[src/rtl/conv_output_collector.sv]
// Rebuilds raster position of adder-tree results, applies optional ReLU and writes the output buffer.
// Writes are registered one cycle after pixel_rdy; frame_done pulses one cycle after the final write.
module conv_output_collector #(
  parameter int OUT_WIDTH   = 22,
  parameter int OUT_HEIGHT  = 22,
  parameter int DATA_WIDTH  = 16,
  parameter int ADDR_WIDTH  = 10,
  parameter int COORD_WIDTH = 5,
  parameter bit RELU_EN     = 1'b1
) (
  input  logic                   clock,
  input  logic                   reset,
  input  logic                   arm,
  input  logic                   pixel_rdy,
  input  logic [DATA_WIDTH-1:0]  pixel_data,
  output logic                   wr_en,
  output logic [ADDR_WIDTH-1:0]  wr_addr,
  output logic [DATA_WIDTH-1:0]  wr_data,
  output logic [COORD_WIDTH-1:0] x_coord,
  output logic [COORD_WIDTH-1:0] y_coord,
  output logic                   busy,
  output logic                   frame_done,
  output logic                   err_unexpected
);

  typedef enum logic [1:0] {IDLE, COLLECT, DONE} state_t;

  localparam logic [COORD_WIDTH-1:0] X_MAX = COORD_WIDTH'(OUT_WIDTH - 1);
  localparam logic [COORD_WIDTH-1:0] Y_MAX = COORD_WIDTH'(OUT_HEIGHT - 1);

  state_t                 state;
  logic [ADDR_WIDTH-1:0]  addr;
  logic [COORD_WIDTH-1:0] base_x;
  logic [COORD_WIDTH-1:0] base_y;
  logic [ADDR_WIDTH-1:0]  base_addr;
  logic                   take;
  logic                   last;
  logic [DATA_WIDTH-1:0]  relu_data;

  // An arm restarts the raster, so a coincident pixel is treated as (0,0).
  always_comb begin
    base_x    = arm ? '0 : x_coord;
    base_y    = arm ? '0 : y_coord;
    base_addr = arm ? '0 : addr;
    take      = pixel_rdy && (arm || (state == COLLECT));
    last      = (base_x == X_MAX) && (base_y == Y_MAX);
    relu_data = (RELU_EN && pixel_data[DATA_WIDTH-1]) ? '0 : pixel_data;
  end

  always_ff @(posedge clock or negedge reset) begin
    if (!reset) begin
      state          <= IDLE;
      addr           <= '0;
      x_coord        <= '0;
      y_coord        <= '0;
      wr_en          <= 1'b0;
      wr_addr        <= '0;
      wr_data        <= '0;
      busy           <= 1'b0;
      frame_done     <= 1'b0;
      err_unexpected <= 1'b0;
    end else begin
      wr_en      <= take;
      frame_done <= (state == DONE);
      if (take) begin
        wr_addr <= base_addr;
        wr_data <= relu_data;
      end

      if (arm)
        err_unexpected <= 1'b0;
      else if (pixel_rdy && (state != COLLECT))
        err_unexpected <= 1'b1;

      if (take && last) begin
        x_coord <= '0;
        y_coord <= '0;
        addr    <= '0;
        state   <= DONE;
        busy    <= 1'b0;
      end else if (take) begin
        if (base_x == X_MAX) begin
          x_coord <= '0;
          y_coord <= base_y + 1'b1;
        end else begin
          x_coord <= base_x + 1'b1;
          y_coord <= base_y;
        end
        addr  <= base_addr + 1'b1;
        state <= COLLECT;
        busy  <= 1'b1;
      end else if (arm) begin
        x_coord <= '0;
        y_coord <= '0;
        addr    <= '0;
        state   <= COLLECT;
        busy    <= 1'b1;
      end else if (state == DONE) begin
        state <= IDLE;
        busy  <= 1'b0;
      end
    end
  end

endmodule

[config.mk]
export PLATFORM = sky130hd
export DESIGN_NAME = conv_output_collector
export DESIGN_NICKNAME = d
export VERILOG_FILES = /design/src/rtl/conv_output_collector.sv
export SDC_FILE = /design/constraint.sdc
export NUM_CORES = 1
export LEC_CHECK = 0
export ABC_AREA = 1
export CORE_ASPECT_RATIO = 1.1
export CORE_UTILIZATION = 24
export DETAILED_ROUTE_END_ITERATION = 7
export PLACE_DENSITY_LB_ADDON = 0.1
export REMOVE_ABC_BUFFERS = 1
export SLEW_MARGIN = 10
export SYNTH_ARGS = -nofsm -noshare
export SYNTH_HDL_FRONTEND = slang
export SYNTH_SLANG_ARGS = --single-unit
[constraint.sdc]
create_clock -name clock -period 1.7 [get_ports clock]
set_clock_uncertainty 0.2 [all_clocks]
set_input_delay 0.425 -clock clock [delete_from_list [all_inputs] [get_ports clock]]
set_output_delay 0.425 -clock clock [all_outputs]
set_load 0.01 [all_outputs]
==> impl_results.md <==
* Status: finished with violations
* Failing checks: DRC
* Initial antenna violation count at 0
* Number of DRC markers in iteration 0 at 91
* Worst R2R Setup Slack at 0.02 ns
* Die Y at 107 µm
* Fin cells at 519
* Pre-Repair DR Iteration Count at 6
* Final nets at 421
* Top delay family on crit path: simple AND/OR/NAND/NOR gates
* I/O Buffers at a little under 60
* CTS Buffer Depth at 2
* Worst-skew pair later-pin latency at ~0.31 ns
* VDD IR max at between 200 and 300 µV
* CTS tree: done
* Final setup viols at 0
* Core Box Area at between 0.009 and 0.01 mm²
* All-Layer GR Usage at 0.124
* Vias per inst at roughly 4.2
* Largest net degree at the start of global routing at 34
* Post-synthesis instance total at slightly below 300
* Critical path's largest stage delay at 0.39 ns
* Unrepaired setup endpoints after global routing: true
* WP data arrival at about 1.7 ns
* I/O pin count at 60
* Die Area at 0.0105 mm²
* H-tree depth at 2
* RePlAce Congestion at roughly 0.83
* Critical R2R Launch: y_coord[0]
* Yosys cell types at 29
* Start point of the worst hold path: wr_addr[5]
* Worst setup SP type: register
* Std cell rows at 38
* Max cap viols at 0
* PD cells at around 640 mW/mm²
* Clock sink total at 50
* CP max-delay cell: dfrtp_1
* Mean area per synthesized cell at ~8.4 µm²
* TritonCTS buffer count at 5
* Worst Path Buf+Inv at 2
* LEAKAGE at between 1.5 and 2 nW
* End of the worst register-to-register path: y_coord[2]
* Crit-path cells: inv_1, nor2_2, ha_2, nand3_2, nor2_4, nand3_4, buf_6, nand2_2, a21oi_2
* Cell area after synthesis at approximately 0.0024 mm²
* CTS clk-pin slew, worst paths at about 0.10 ns
* Layout area overhead at 51.4%
* Crit Path Class: register to register
* ANT nets after route at 0
* Initial Util at 0.246
* First-pass GRT wire length at between 10 and 15 mm
* DP HPWL at between 4 and 5 mm
* DRC viols at 16
* Util after Layout at 0.373
* Crit end category: register
* Worst Reg-to-Reg Cells at 9
* Sequential-to-total area share from yosys stat at 0.517
* Fin crit share at 0.989
* Final Critical Period at 1.68 ns
* Hold/Removal Path Class: register to register
* DRT Wirelength at 6.15 mm
* Endpoints failing hold at 0
* CTS root buf: clkbuf_8
* Total gr overflow at 0
* CP max FO at 3
* Vias in the first global route at between 2,000 and 2,500
* Crit path to: y_coord[2]
* Layout cells sized above 1 at 0.266
* CP startpoint: y_coord[0]
* Number of diodes at 0
* WP depth at 9
* Total Neg Setup Slack at 0 ns
* Via count at approximately 2,200
* Total power at 2.34 mW
* Yosys warns at 0
* Synthesized flop and latch total at 50
* Worst Path Required at approximately 1.7 ns
* Inst Count DP at about 500
* F_max at 0.595 GHz
* Pins Over Slew Limit at 0
* Wire per inst at ~12 µm
* Width of the die at between 90 and 100 µm
## what timing repair did
item / 4_1_cts / 5_1_grt
setup endpoints to repair: 86 / 38
setup buffers: 5 / 6
gates cloned: 0 / 0
hold buffers: 1 / 0
pin swaps: 1 / 15
resized for setup: 49 / 37
endpoints found under the hold margin: 14 / 0
## layout by cell type, fill, tap and decap left out, types with 2 or more instances in the layout
cell type and instances:
nand2_1 72, dfrtp_1 50, buf_4 45, dlygate4sd2_1 39, nor2_1 29, inv_1 28, o21ai_0 26, clkdlybuf4s50_1 16
nand2_2 11, nand3_1 10, nor2_4 7, a21oi_1 7, nand4_1 6, clkbuf_8 5, buf_6 5, inv_2 4
xor2_1 4, nor2_2 3, nand3_2 3, ha_2 3, buf_2 3, buf_12 3, clkinv_4 2, nand2_4 2
nand3_4 2, o21ai_1 2, xnor2_1 2
## worst reg2reg max path, cell delays in order (launching register included)
cell	delay, ns
dfrtp_1	0.39
inv_1	0.06
nor2_2	0.13
ha_2	0.20
nand3_2	0.10
nor2_4	0.17
nand3_4	0.11
buf_6	0.14
nand2_2	0.06
a21oi_2	0.03
## synthesized netlist by cell type (all sizes together)
cell / count / area, µm²
buf: 7 / 61.3
nor2: 40 / 194
inv: 33 / 129
conb: 1 / 3.75
nand2: 85 / 339
dfrtp: 50 / 1250
a21oi: 8 / 40.0
nand4: 7 / 50.1
or2: 1 / 6.26
xnor2: 2 / 17.5
nand3: 15 / 87.6
xor2: 4 / 35.0
clkbuf: 4 / 15.0
o21ai: 29 / 145
ha: 3 / 37.5
nor3: 1 / 10.0
## through the flow
stage / instance area [µm²] / setup slack (ns) / hold WS (ns)
after floorplan: 2350 / -0.0691 / -0.0706
after global placement: 3420 / -0.709 / 0.190
after detailed placement: 3420 / -0.745 / 0.187
after CTS: 3520 / -0.0394 / 0.288
after global routing: 3670 / -0.0883 / 0.301
final: 3670 / 0.0189 / 0.278
## worst min-delay path by stage
stage | to | slack [ns] | cells after the start
after floorplan | addr[0] | -0.07 | 0
after global placement | wr_data[5] | 0.19 | 1
after detailed placement | wr_data[5] | 0.19 | 1
after CTS | wr_addr[5] | 0.29 | 2
after global routing | wr_addr[5] | 0.30 | 2
final | wr_addr[5] | 0.28 | 2
## state kept, by name, summed over array words and instances (netlist names)
name	count
addr	10
err_unexpected	1
frame_done	1
state	2
wr_addr	10
wr_data	15
wr_en	1
x_coord	5
y_coord	5
## kinds of logic after synthesis
kind of cell             after synthesis  synth area share
XOR/XNOR                               6            0.0217
AND/OR/NAND/NOR                      149             0.284
other                                  1           0.00155
adder cells (fa/ha/maj)                3            0.0155
AO/OA/AOI/OAI                         37            0.0764
flip-flops                            50             0.517
buffers and inverters                 44            0.0847
## area by class of cell
cell class | instances | area (µm²)
Inverter | 33 | 129
Sequential cell | 50 | 1250
Fill cell | 1034 | 6170
Clock inverter | 3 | 21.3
Tap cell | 120 | 150
Timing Repair Buffer | 112 | 981
Multi-Input combinational cell | 196 | 1070
Clock buffer | 5 | 68.8
## power by group
group	switching [mW]	leakage (nW)	internal, mW	total (mW)
clock network	0.414	0.0441	0.290	0.704
registers	0.0269	0.665	1.24	1.27
logic	0.189	1.21	0.176	0.365
total	0.630	1.91	1.71	2.34
## per-layer routing
metal	vias to the layer above	GRT usage	share of wire	wire length [µm]
met3	7	0.0227	0.045	279
met1	983	0.156	0.46	2850
met2	70	0.214	0.47	2920
met4	0	0.0422	0.016	98
met5	-	0	0	0
li1	1121	-	-	-
(Power assumes the default switching activity.)
